**config.mk**
```make
export PLATFORM = sky130hd
export DESIGN_NAME = uart_bus_master
export DESIGN_NICKNAME = d
export VERILOG_FILES = /design/src/rtl/uart_bus_master_pkg.sv /design/src/rtl/uart_bus_master.sv
export SDC_FILE = /design/constraint.sdc
export NUM_CORES = 1
export LEC_CHECK = 0
export ABC_CLOCK_PERIOD_IN_PS = 3000
export CAP_MARGIN = 20
export CORE_ASPECT_RATIO = 0.6
export CORE_UTILIZATION = 45
export CTS_BUF_LIST = sky130_fd_sc_hd__clkbuf_8
export DETAILED_ROUTE_END_ITERATION = 10
export MAX_ROUTING_LAYER = met4
export PLACE_DENSITY = 0.73
export SKIP_CTS_REPAIR_TIMING = 1
export SYNTH_ARGS = -nofsm -noshare
export SYNTH_HDL_FRONTEND = slang
export SYNTH_SLANG_ARGS = --single-unit
```
**constraint.sdc**
```tcl
create_clock -name clk -period 3 [get_ports clk]
set_clock_uncertainty 0.2 [all_clocks]
set_input_delay 0.6 -clock clk [delete_from_list [all_inputs] [get_ports clk]]
set_output_delay 0.6 -clock clk [all_outputs]
set_load 0.02 [all_outputs]
```
**src/rtl/uart_bus_master_pkg.sv**
```systemverilog
// rtl/uart_bus_master_pkg.sv - command/reply byte codes and FSM state encoding
package uart_bus_master_pkg;

  localparam logic [7:0] CMD_WR  = 8'h57;
  localparam logic [7:0] CMD_RD  = 8'h52;
  localparam logic [7:0] RSP_OK  = 8'h4B;
  localparam logic [7:0] RSP_ERR = 8'h45;
  localparam logic [7:0] RSP_UNK = 8'h3F;

  typedef enum logic [2:0] {
    ST_IDLE = 3'd0,
    ST_ADDR = 3'd1,
    ST_DATA = 3'd2,
    ST_BUS  = 3'd3,
    ST_RESP = 3'd4
  } state_t;

endpackage

```
**src/rtl/uart_bus_master.sv**
```systemverilog
// rtl/uart_bus_master.sv - UART byte-command bridge mastering the native memory bus
module uart_bus_master
  import uart_bus_master_pkg::*;
#(
  parameter int BUS_TIMEOUT  = 1024,
  parameter int BYTE_TIMEOUT = 5_000_000
) (
  input  logic        clk,
  input  logic        reset,
  input  logic        rx_valid,
  input  logic [7:0]  rx_data,
  output logic        tx_valid,
  output logic [7:0]  tx_data,
  input  logic        tx_ready,
  output logic        mem_valid,
  output logic        mem_instr,
  output logic [31:0] mem_addr,
  output logic [31:0] mem_wdata,
  output logic [3:0]  mem_wstrb,
  input  logic        mem_ready,
  input  logic [31:0] mem_rdata,
  output logic        busy,
  output logic        bus_err,
  output logic        rx_overrun
);

  localparam int MAX_TO = (BUS_TIMEOUT > BYTE_TIMEOUT) ? BUS_TIMEOUT : BYTE_TIMEOUT;
  localparam int CNT_W  = $clog2(MAX_TO + 1);
  localparam logic [CNT_W-1:0] BUS_LAST  = CNT_W'(BUS_TIMEOUT - 1);
  localparam logic [CNT_W-1:0] BYTE_LAST = CNT_W'(BYTE_TIMEOUT - 1);

  state_t           r_state;
  state_t           w_next_state;
  logic [1:0]       r_idx;
  logic [31:0]      r_shift;
  logic [31:0]      r_addr;
  logic [31:0]      r_reply;
  logic [2:0]       r_left;
  logic             r_is_wr;
  logic             r_mem_valid;
  logic             r_bus_err;
  logic             r_rx_overrun;
  logic [CNT_W-1:0] r_cnt;

  logic             w_field_done;
  logic             w_byte_to;
  logic             w_bus_done;
  logic             w_bus_to;
  logic             w_is_cmd;
  logic [CNT_W-1:0] w_cnt_inc;

  assign w_field_done = rx_valid && (r_idx == 2'd3);
  assign w_byte_to    = !rx_valid && (r_cnt == BYTE_LAST);
  assign w_bus_done   = r_mem_valid && mem_ready;
  assign w_bus_to     = r_mem_valid && !mem_ready && (r_cnt == BUS_LAST);
  assign w_is_cmd     = (rx_data == CMD_WR) || (rx_data == CMD_RD);
  assign w_cnt_inc    = (r_cnt == '1) ? r_cnt : r_cnt + CNT_W'(1);

  assign tx_valid   = (r_state == ST_RESP);
  assign tx_data    = r_reply[31:24];
  assign mem_valid  = r_mem_valid;
  assign mem_instr  = 1'b0;
  assign mem_addr   = r_addr;
  // The field shifter holds the write data once the DATA field is complete.
  assign mem_wdata  = r_shift;
  assign mem_wstrb  = r_is_wr ? 4'hF : 4'h0;
  assign busy       = (r_state != ST_IDLE);
  assign bus_err    = r_bus_err;
  assign rx_overrun = r_rx_overrun;

  // State register.
  always_ff @(posedge clk) begin
    if (reset) r_state <= ST_IDLE;
    else       r_state <= w_next_state;
  end

  // Next-state decode from received bytes, bus completion and reply drain.
  always_comb begin
    w_next_state = r_state;
    case (r_state)
      ST_IDLE: if (rx_valid) w_next_state = w_is_cmd ? ST_ADDR : ST_RESP;
      ST_ADDR: begin
        if (w_field_done)   w_next_state = r_is_wr ? ST_DATA : ST_BUS;
        else if (w_byte_to) w_next_state = ST_IDLE;
      end
      ST_DATA: begin
        if (w_field_done)   w_next_state = ST_BUS;
        else if (w_byte_to) w_next_state = ST_IDLE;
      end
      ST_BUS:  if (w_bus_done || w_bus_to) w_next_state = ST_RESP;
      ST_RESP: if (tx_ready && (r_left == 3'd1)) w_next_state = ST_IDLE;
      default: w_next_state = ST_IDLE;
    endcase
  end

  // Datapath: field shifting, bus request, reply buffer, shared timeout counter, flags.
  always_ff @(posedge clk) begin
    if (reset) begin
      r_idx        <= 2'd0;
      r_shift      <= 32'd0;
      r_addr       <= 32'd0;
      r_reply      <= 32'd0;
      r_left       <= 3'd0;
      r_is_wr      <= 1'b0;
      r_mem_valid  <= 1'b0;
      r_bus_err    <= 1'b0;
      r_rx_overrun <= 1'b0;
      r_cnt        <= '0;
    end else begin
      case (r_state)
        ST_IDLE: begin
          r_idx <= 2'd0;
          r_cnt <= '0;
          if (rx_valid) begin
            r_is_wr <= (rx_data == CMD_WR);
            if (!w_is_cmd) begin
              r_reply <= {RSP_UNK, 24'd0};
              r_left  <= 3'd1;
            end
          end
        end
        ST_ADDR, ST_DATA: begin
          r_cnt <= rx_valid ? '0 : w_cnt_inc;
          if (rx_valid) begin
            r_shift <= {r_shift[23:0], rx_data};
            r_idx   <= r_idx + 2'd1;
          end
          if (w_field_done && (r_state == ST_ADDR))
            r_addr <= {r_shift[23:0], rx_data[7:2], 2'b00};
          if (w_next_state == ST_BUS)
            r_mem_valid <= 1'b1;
        end
        ST_BUS: begin
          r_cnt <= w_cnt_inc;
          if (w_bus_done) begin
            r_mem_valid <= 1'b0;
            r_reply     <= r_is_wr ? {RSP_OK, 24'd0} : mem_rdata;
            r_left      <= r_is_wr ? 3'd1 : 3'd4;
          end else if (w_bus_to) begin
            r_mem_valid <= 1'b0;
            r_bus_err   <= 1'b1;
            r_reply     <= {RSP_ERR, 24'd0};
            r_left      <= 3'd1;
          end
        end
        ST_RESP: begin
          r_cnt <= '0;
          if (tx_ready) begin
            r_reply <= {r_reply[23:0], 8'h00};
            r_left  <= r_left - 3'd1;
          end
        end
        default: r_cnt <= '0;
      endcase
      if (rx_valid && ((r_state == ST_BUS) || (r_state == ST_RESP)))
        r_rx_overrun <= 1'b1;
    end
  end

endmodule
```
==> metrics.cfg, run 1 <==
[clock_tree]
clk_pin_slew_worst_paths_ns = 0.08
cts_made_buffers = 17
htreeDepth = 4
clock_sink_count = 129
tritoncts = built
ctsRootBufferMaster = sky130_fd_sc_hd__clkbuf_8
cts_buffer_depth = 2
clock_latency_ns = 0.43

[power_and_ir_drop]
internal_power_mw = 2.75
pwr-share-clk = 0.431
power.switching_mw = 0.927
combPwrFrac = 0.086
power.share.sequential = 0.482
p_leak_nw = 2.40
power.density_cell_area_nw_per_um2 = 501
maximum_resistive_drop_on_vdd_mv = 0.339
switching_share = 0.252
total_power_mw = 3.68

[worst_setup_path]
worstPathMaxFanout = 12
worstPathRequired_ns = 2.20
setup.worst_path.start_class = flip-flop
worst_ep_arrival_time_ns = 2.09
crit_path_cell_trace = nor2_2, nand2_1, inv_4, clkdlybuf4s50_1
crit_path_top_delay_cell = sky130_fd_sc_hd__clkdlybuf4s50_1
depth_of_the_most_critical_reg_to_reg_path = 5
critical_path.reg2reg.startpoint = r_cnt[12]
worst_r2r_endpoint = r_reply[28]
end_kind = primary output
critical-path-max-stage-delay_ns = 0.62
r2r_setup_slack_ns = 0.33
setup.worst_path.class = reg2out

[job]
drv.max_cap_violation_count = 0

[placement]
hpwl_um = 10900
io_buffer_count = 123
finalWeightedCongestion = 0.877

[global_routing]
initial_antenna_violation_count = 0
overflow = 0
grt_max_degree = 43
grt_first_pass_wirelength_um = 25000
grt_pass1_vias = 4981
grtUsageTotal = 0.251

[synth]
syn_avg_cell_area_sq_um = 8.17
yosysWarnings = 0
synthCells = 686
postSynthRegisterBits = 129
synth_sequential_area_ratio = 0.461
syn-cell-area_sq_um = 5600
share_of_flip_flops_with_an_asynchronous_set_or_reset = 0
synth-main-ff-cell = sky130_fd_sc_hd__dfxtp_1
number_of_enable_type_register_cells_in_the_synthesized_netlist = 0
yosys.cell_types.count = 58

[timing]
timing_max_transition_violations_final = 0
unrepaired_setup_endpoints_after_global_routing = false
worstMarginPinSlew_ns = 0.830
max_freq_mhz = 346
post-route-min-period_ns = 2.89
hold_violations = 0
final_worst_path_period_share = 0.962
relSlewSlack = 0.447
fin_hold_ws_ns = 0.258
setup_violations = 0

[floorplanning]
core_area_sq_um = 12100
die_height_um = 88.4
initial_utilization = 0.463
dieArea_sq_um = 12900
row_count = 31
boundary_pins = 127
chip_width_um = 146

[run_status]
status = finished, final reports clean

[worst_hold_path]
holdCritPathClass = reg2reg
hold_path.startpoint = mem_addr[15]
min_to = mem_addr[15]
hold-path-cell-count = 2

[layout]
commonest_cells_after_routing_fill_and_taps_aside = sky130_fd_sc_hd__nand2_1 (156), sky130_fd_sc_hd__dfxtp_1 (128), sky130_fd_sc_hd__clkdlybuf4s50_1 (122)
fin_nets = 838
final_common_cell = sky130_fd_sc_hd__nand2_1
area_growth_syn_to_layout_pct = 31.2
drive_above_1_share = 0.0848
insertedDiodeCount = 0

[detailed_routing]
num_vias = 5476
antenna_violating_nets_remaining = 0
post_drt_wl_per_cell_um = 16.3
drt_first_iter_violations = 444
route.detailed.vias_per_inst = 5.66
drt_pre_antenna_iters = 7
routed_wl_um = 15700
drc = 0

critical path, delay by kind of cell (launching register included):
kind,cells,cell delay (ns)
AND/OR/NAND/NOR,2,0.47
flip-flops,1,0.38
buffers and inverters,2,0.81
layout make-up:
cell class,instances,area (sq um)
Fill cell,1104,4750
Multi-Input combinational cell,481,2660
Sequential cell,129,2580
Timing Repair Buffer,147,1430
Clock buffer,18,248
Tap cell,165,206
Clock inverter,14,179
Inverter,13,51.3
sequential cells by signal (all words and copies together), names as in the netlist:
name,flops
mem_wdata,32
r_reply,32
mem_addr,30
r_cnt,23
r_left,3
r_state,3
r_idx,2
bus_err,1
mem_valid,1
r_is_wr,1
rx_overrun,1
metrics by stage:
| stage | setup TNS (ns) | setup WS [ns] | cell area (sq um) | cells | utilization |
|---|---|---|---|---|---|
| final | 0 | 0.114 | 7350 | 967 | 0.608 |
| after detailed placement | 0 | 0.00230 | 6920 | 935 | 0.572 |
| after global routing | 0 | 0.00427 | 7350 | 967 | 0.608 |
| after CTS | -0.0188 | -0.0188 | 7350 | 967 | 0.607 |
| after global placement | -0.0248 | -0.0248 | 6910 | 934 | 0.571 |
| after floorplan | 0 | 0.467 | 5610 | 688 | - |
worst max-delay path by stage:
stage	from	to	slack [ns]	cells past startpoint
6_report	r_state[1]	tx_valid	0.11	4
4_1_cts	r_state[1]	tx_valid	-0.02	4
5_1_grt	r_state[1]	tx_valid	0.004	4
2_1_floorplan	rx_valid	r_state[2]	0.47	7
3_5_place_dp	rx_data[5]	r_reply[28]	0.002	8
3_3_place_gp	rx_data[5]	r_left[2]	-0.02	7
layer usage:
| metal | global-route usage | routed length (um) |
|---|---|---|
| met1 | 0.357 | 7690 |
| met2 | 0.356 | 6730 |
| met3 | 0.0582 | 1190 |
| met5 | - | 0 |
| met4 | 0.0663 | 114 |
cell usage after synthesis (9+ instances only):
cell type / n / area, sq um
sky130_fd_sc_hd__a211oi_1: 22 / 165
sky130_fd_sc_hd__a21oi_1: 90 / 450
sky130_fd_sc_hd__a22oi_1: 17 / 128
sky130_fd_sc_hd__buf_4: 15 / 113
sky130_fd_sc_hd__clkbuf_1: 43 / 161
sky130_fd_sc_hd__dfxtp_1: 129 / 2580
sky130_fd_sc_hd__inv_1: 12 / 45.0
sky130_fd_sc_hd__nand2_1: 156 / 586
sky130_fd_sc_hd__nand3_1: 12 / 60.1
sky130_fd_sc_hd__nand4_1: 17 / 106
sky130_fd_sc_hd__nor2_1: 22 / 82.6
sky130_fd_sc_hd__nor3_1: 9 / 45.0
sky130_fd_sc_hd__nor4_1: 24 / 150
sky130_fd_sc_hd__o21ai_0: 10 / 50.1
sky130_fd_sc_hd__o31ai_1: 10 / 75.1
cell families after synthesis:
logic type      Yosys count  share of synthesized area
fa+ha+maj                 6                     0.0125
other cells               1                   0.000669
simple gates            279                      0.238
flops                   129                      0.461
xor+xnor                 13                     0.0203
buf+inv                  78                     0.0690
compound gates          179                      0.197
mux                       1                    0.00179
power groups by stage:
stage / Clock [mW] / Combinational, mW / Sequential (mW)
after global routing: 1.69 / 0.340 / 1.78
after detailed placement: 0 / 0.311 / 1.81
after CTS: 1.61 / 0.314 / 1.77
after global placement: 0 / 0.299 / 1.81
after floorplan: 0 / 0.196 / 1.81
final: 1.59 / 0.318 / 1.78
No activity file was read; power rests on OpenSTA's default activity.
==> inputs of run 2 (changes only) <==
Settings changed: ABC_CLOCK_PERIOD_IN_PS 3000 to 2900, CORE_UTILIZATION 45 to 40, PLACE_DENSITY 0.73 to 0.66.
Clock period 3 ns to 2.9 ns, I/O delays scaled along.
==> run 2 against run 1 <==
Against the previous run:
- sequential cell count unchanged
- worst setup slack improved by 0.11 ns
- first-iteration DRC count decreased by 28%
- utilization decreased by 6.7 points
- sequential share of layout area decreased by 0.20 points
- routed wire length decreased by 0.70%
- clock power decreased by 3%
- global-route usage decreased by 2.7 points
- non-clock buffer count unchanged
- critical path depth decreased by 1
- hold slack about the same
- critical endpoint is now busy
==> metrics.cfg, run 2 (synthesis gave the netlist of run 1 again) <==
[run_status]
status = finished, final reports clean

[layout]
commonest_cells_after_routing_fill_and_taps_aside = sky130_fd_sc_hd__nand2_1 (156), sky130_fd_sc_hd__dfxtp_1 (129), sky130_fd_sc_hd__clkdlybuf4s50_1 (122)
area_growth_syn_to_layout_pct = 31.9
fin_nets = 838  ; unchanged
final_common_cell = sky130_fd_sc_hd__nand2_1
insertedDiodeCount = 0  ; unchanged
drive_above_1_share = 0.0835  ; -0.00125
fill_cells = 1247  ; +13%
instances_no_fill = 994  ; +2.8%

[timing]
hold_violations = 0  ; unchanged
timing_max_transition_violations_final = 0  ; unchanged
max_freq_mhz = 373
tns_setup_ns = 0  ; unchanged
fin_hold_ws_ns = 0.258  ; -0.000126 ns
final_worst_path_period_share = 0.924
unrepaired_setup_endpoints_after_global_routing = false
post-route-min-period_ns = 2.68
relSlewSlack = 0.380  ; -0.0669
worstMarginPinSlew_ns = 0.930  ; +0.100 ns
setup_violations = 0  ; unchanged

[placement]
finalWeightedCongestion = 0.882  ; +0.56%
hpwl_um = 10900  ; -0.81%
placedCellCount = 962  ; +2.9%
io_buffer_count = 123  ; unchanged

[worst_setup_path]
cpLargestDelayFamily = buffers and inverters
crit_path_cell_trace = inv_1, nand2_1, clkdlybuf4s50_1
worstPathMaxFanout = 12  ; unchanged
worstPathBufferInverterCount = 2  ; unchanged
setup.worst_path.start_class = flip-flop
critical-path-max-stage-delay_ns = 0.61  ; about the same
setup.worst_path.class = reg2out
crit_path_top_delay_cell = sky130_fd_sc_hd__clkdlybuf4s50_1
path_depth = 3  ; -1
worstPathRequired_ns = 2.12  ; -0.08 ns
depth_of_the_most_critical_reg_to_reg_path = 5  ; unchanged
worst_ep_arrival_time_ns = 1.90  ; -0.19 ns
end_kind = primary output

[floorplanning]
core_area_sq_um = 13700  ; +13%
die_height_um = 93.7  ; +5.9%
chip_width_um = 155  ; +6.0%
row_count = 33  ; +6.5%
boundary_pins = 127  ; unchanged
dieArea_sq_um = 14500  ; +12%
initial_utilization = 0.410  ; -0.0530

[clock_tree]
clock_sink_count = 129  ; unchanged
ctsRootBufferMaster = sky130_fd_sc_hd__clkbuf_8
htreeDepth = 4  ; unchanged
cts_made_buffers = 17  ; unchanged
clk_pin_slew_worst_paths_ns = 0.08  ; about the same
clock_latency_ns = 0.43  ; about the same
cts_buffer_depth = 2  ; unchanged
tritoncts = built

[power_and_ir_drop]
maximum_resistive_drop_on_vdd_mv = 0.312  ; -7.9%
p_leak_nw = 2.40  ; +0.19%
power.density_cell_area_nw_per_um2 = 503  ; +0.50%

[global_routing]
met2_usage = 0.308  ; -0.0474
initial_antenna_violation_count = 0  ; unchanged
global_routing_met1_resource_utilization = 0.327  ; -0.0299
grt_pass1_vias = 4803  ; -3.6%
grtUsageTotal = 0.224  ; -0.0274
overflow = 0  ; unchanged
grt.busiest_layer = met1
grt_util_met3 = 0.0535  ; -0.00474
grt_max_degree = 109  ; +150%
grt_first_pass_wirelength_um = 24900  ; -0.42%

[detailed_routing]
post_drt_wl_per_cell_um = 15.7  ; -3.4%
routed_wl_um = 15600  ; -0.70%
route.detailed.vias_per_inst = 5.40  ; -4.6%
num_vias = 5368  ; -2.0%
antenna_violating_nets_remaining = 0  ; unchanged
drt_first_iter_violations = 318  ; -28%
drt_pre_antenna_iters = 5  ; -2
drc = 0  ; unchanged

[worst_hold_path]
holdCritPathClass = reg2reg
hold-path-cell-count = 2  ; unchanged

[job]
drv.max_cap_violation_count = 0  ; unchanged

run 2: cell types whose count changed in the layout (fill, tap and decap cells not counted), moves of 2 or more:
cell | previous run | this run
sky130_fd_sc_hd__bufinv_16 | 3 | 1
sky130_fd_sc_hd__buf_4 | 23 | 21
sky130_fd_sc_hd__inv_6 | 4 | 8
sky130_fd_sc_hd__buf_12 | 1 | 4
sky130_fd_sc_hd__inv_8 | 0 | 3
sky130_fd_sc_hd__clkinv_4 | 3 | 0
sky130_fd_sc_hd__clkinvlp_4 | 3 | 1
run 2: worst register-to-register path: stages (launching register included):
cell	delay, ns
sky130_fd_sc_hd__dfxtp_1	0.36
sky130_fd_sc_hd__or4_1	0.51
sky130_fd_sc_hd__or4_4	0.58
sky130_fd_sc_hd__or3_1	0.43
sky130_fd_sc_hd__nand3_4	0.28
sky130_fd_sc_hd__a311oi_1	0.17
run 2: area by class of cell:
type / instances / area, sq um / area share
clock buffers: 17 / 234 / 0.0317
inverters: 13 / 48.8 / 0.00660
multi-input cells: 481 / 2670 / 0.361
clock inverters: 15 / 163 / 0.0220
repair buffers: 147 / 1460 / 0.197
flip-flops and latches: 129 / 2580 / 0.349
well taps: 192 / 240 / 0.0325
run 2: per-layer routing:
metal  share of wire  vias up
met2            0.42      176
met1            0.52     2548
met3           0.056        8
li1                -     2636
met4          0.0052        0
met5               0        -
run 2: path summary, 6_finish.rpt:
kind / endpoint / slack, ns / startpoint
worst max register to register: r_reply[29] / 0.24 / r_cnt[12]
worst min register to register: mem_addr[2] / 0.26 / mem_addr[2]
worst min-delay path: mem_addr[2] / 0.26 / mem_addr[2]
worst max-delay path: busy / 0.22 / r_state[2]
run 2: through the flow:
step                 util  setup slack (ns)  total power [mW]  instance area (sq um)
CTS                 0.541             0.206              3.75                   7390
finish              0.541             0.222              3.72                   7390
floorplan               -             0.380              2.07                   5610
global route        0.541             0.128              3.87                   7390
detailed placement  0.512             0.139              2.21                   7000
global placement    0.512             0.152              2.20                   7000
run 2: power by group:
part	leakage, nW	switching, mW	internal (mW)
Combinational	1.16	0.177	0.154
Sequential	1.04	0.0258	1.81
Clock	0.202	0.830	0.722
==> inputs of run 3 (changes only) <==
Settings changed: ABC_CLOCK_PERIOD_IN_PS 2900 to 3430.
Clock period 2.9 ns to 3.43 ns, I/O delays scaled along.
==> run 3 against run 2 <==
Against the previous run:
- sequential power decreased by 16%
- worst setup slack better by 0.20 ns
- die area unchanged
- sequential cell count is the same
- hold slack better by 0.0015 ns
- first-iteration DRC count increased by 40%
- global-route usage up 0.67 points
- clock power shrank 8%
- routed wire length up 1.2%
- largest power group unchanged
- sequential share of layout area increased by 0.22 points
==> metrics.cfg, run 3 (synthesis gave the netlist of run 1 again) <==
[floorplanning]
boundary_pins = 127  ; unchanged
die_height_um = 93.7  ; unchanged
row_count = 33  ; unchanged
core_area_sq_um = 13700  ; unchanged
initial_utilization = 0.410  ; unchanged
chip_width_um = 155  ; unchanged
dieArea_sq_um = 14500  ; unchanged

[detailed_routing]
num_vias = 5377  ; +0.17%
antenna_violating_nets_remaining = 0  ; unchanged
drc = 0  ; unchanged
route.detailed.vias_per_inst = 5.44  ; +0.67%
post_drt_wl_per_cell_um = 16.0  ; +1.7%
drt_first_iter_violations = 444  ; +40%
drt_pre_antenna_iters = 5  ; unchanged
routed_wl_um = 15800  ; +1.2%

[clock_tree]
ctsRootBufferMaster = sky130_fd_sc_hd__clkbuf_8
clock_sink_count = 129  ; unchanged
tritoncts = built
htreeDepth = 4  ; unchanged
cts_made_buffers = 17  ; unchanged
cts_buffer_depth = 2  ; unchanged
clock_latency_ns = 0.43  ; about the same
clk_pin_slew_worst_paths_ns = 0.09  ; about the same

[timing]
final_worst_path_period_share = 0.878
max_freq_mhz = 332
hold_violations = 0  ; unchanged
fin_hold_ws_ns = 0.260  ; +0.00146 ns
setup_violations = 0  ; unchanged
post-route-min-period_ns = 3.01
tns_setup_ns = 0  ; unchanged
unrepaired_setup_endpoints_after_global_routing = false
timing_max_transition_violations_final = 0  ; unchanged
relSlewSlack = 0.383  ; +0.00278
worstMarginPinSlew_ns = 0.926  ; -0.00417 ns

[power_and_ir_drop]
maximum_resistive_drop_on_vdd_mv = 0.221  ; -29%
p_leak_nw = 2.38  ; -0.93%
power.density_cell_area_nw_per_um2 = 441  ; -12%

[worst_setup_path]
setup.worst_path.class = reg2out
critical-path-max-stage-delay_ns = 0.60  ; about the same
worstPathRequired_ns = 2.54  ; +0.42 ns
worstPathMaxFanout = 7  ; -5
end_kind = primary output
worst_ep_arrival_time_ns = 2.13  ; +0.23 ns
crit_path_cell_trace = nor2_1, nand2_1, inv_2, clkdlybuf4s50_1
crit_path_top_delay_cell = sky130_fd_sc_hd__clkdlybuf4s50_1
setup.worst_path.start_class = flip-flop

[layout]
commonest_cells_after_routing_fill_and_taps_aside = sky130_fd_sc_hd__nand2_1 (156), sky130_fd_sc_hd__dfxtp_1 (129), sky130_fd_sc_hd__clkdlybuf4s50_1 (122)
instances_no_fill = 989  ; -0.50%
insertedDiodeCount = 0  ; unchanged
fin_nets = 833  ; -0.60%
area_growth_syn_to_layout_pct = 31.1
final_common_cell = sky130_fd_sc_hd__nand2_1
drive_above_1_share = 0.0778  ; -0.00575

[placement]
io_buffer_count = 123  ; unchanged
placedCellCount = 957  ; -0.52%
finalWeightedCongestion = 0.938  ; +6.3%
hpwl_um = 10900  ; +0.24%

[global_routing]
overflow = 0  ; unchanged
initial_antenna_violation_count = 0  ; unchanged
grt_pass1_vias = 4919  ; +2.4%
grt_max_degree = 67  ; -39%
grtUsageTotal = 0.231  ; +0.00668
grt_first_pass_wirelength_um = 25600  ; +3.2%

[job]
drv.max_cap_violation_count = 0  ; unchanged

[run_status]
status = finished, final reports clean

[worst_hold_path]
holdCritPathClass = reg2reg

==> run 3: changes by cell type in the layout (fill, tap and decap cells not counted), sizes merged <==
cell,before,now
clkinv,2,4
bufinv,1,3
buf,25,20
inv,24,20
==> run 3: layout make-up <==
type                    count  area [sq um]
repair buffers            142          1380
inverters                  13          48.8
fillers                  1232          6320
clock buffers              17           234
flip-flops and latches    129          2580
well taps                 192           240
multi-input cells         481          2670
clock inverters            15           196
==> run 3: final timing paths <==
path | slack (ns) | end | from | cells past startpoint
hold / removal | 0.26 | mem_addr[28] | mem_addr[28] | 2
setup reg to reg | 0.52 | r_reply[29] | r_cnt[12] | 5
hold reg to reg | 0.26 | mem_addr[28] | mem_addr[28] | 2
setup / recovery | 0.42 | tx_valid | r_state[1] | 4
==> run 3: per-stage QoR <==
step | setup WS, ns | utilization | instance area (sq um) | power [mW]
CTS | 0.428 | 0.537 | 7350 | 3.26
finish | 0.418 | 0.537 | 7350 | 3.24
global placement | 0.249 | 0.505 | 6900 | 1.84
detailed placement | 0.255 | 0.506 | 6920 | 1.86
floorplan | 0.811 | - | 5610 | 1.75
global route | 0.355 | 0.537 | 7350 | 3.36
==> run 3: per-layer routing <==
| layer | up-vias | share of wire | track usage |
|---|---|---|---|
| li1 | 2627 | - | - |
| met1 | 2549 | 0.52 | 0.336 |
| met2 | 190 | 0.41 | 0.319 |
| met3 | 11 | 0.061 | 0.0480 |
| met4 | 0 | 0.0066 | 0.0619 |
| met5 | - | 0 | - |
==> run 3: worst max-delay path: cells and delay by family (launching register included) <==
family        cells  cell delay (ns)
simple gates      2             0.58
flops             1             0.38
buf+inv           2             0.73
==> run 3: report_power, final <==
group / internal [mW] / leakage [nW] / switching [mW]
Clock: 0.743 / 0.214 / 0.677
Sequential: 1.53 / 1.04 / 0.0217
Combinational: 0.125 / 1.12 / 0.146
Total: 2.40 / 2.38 / 0.845
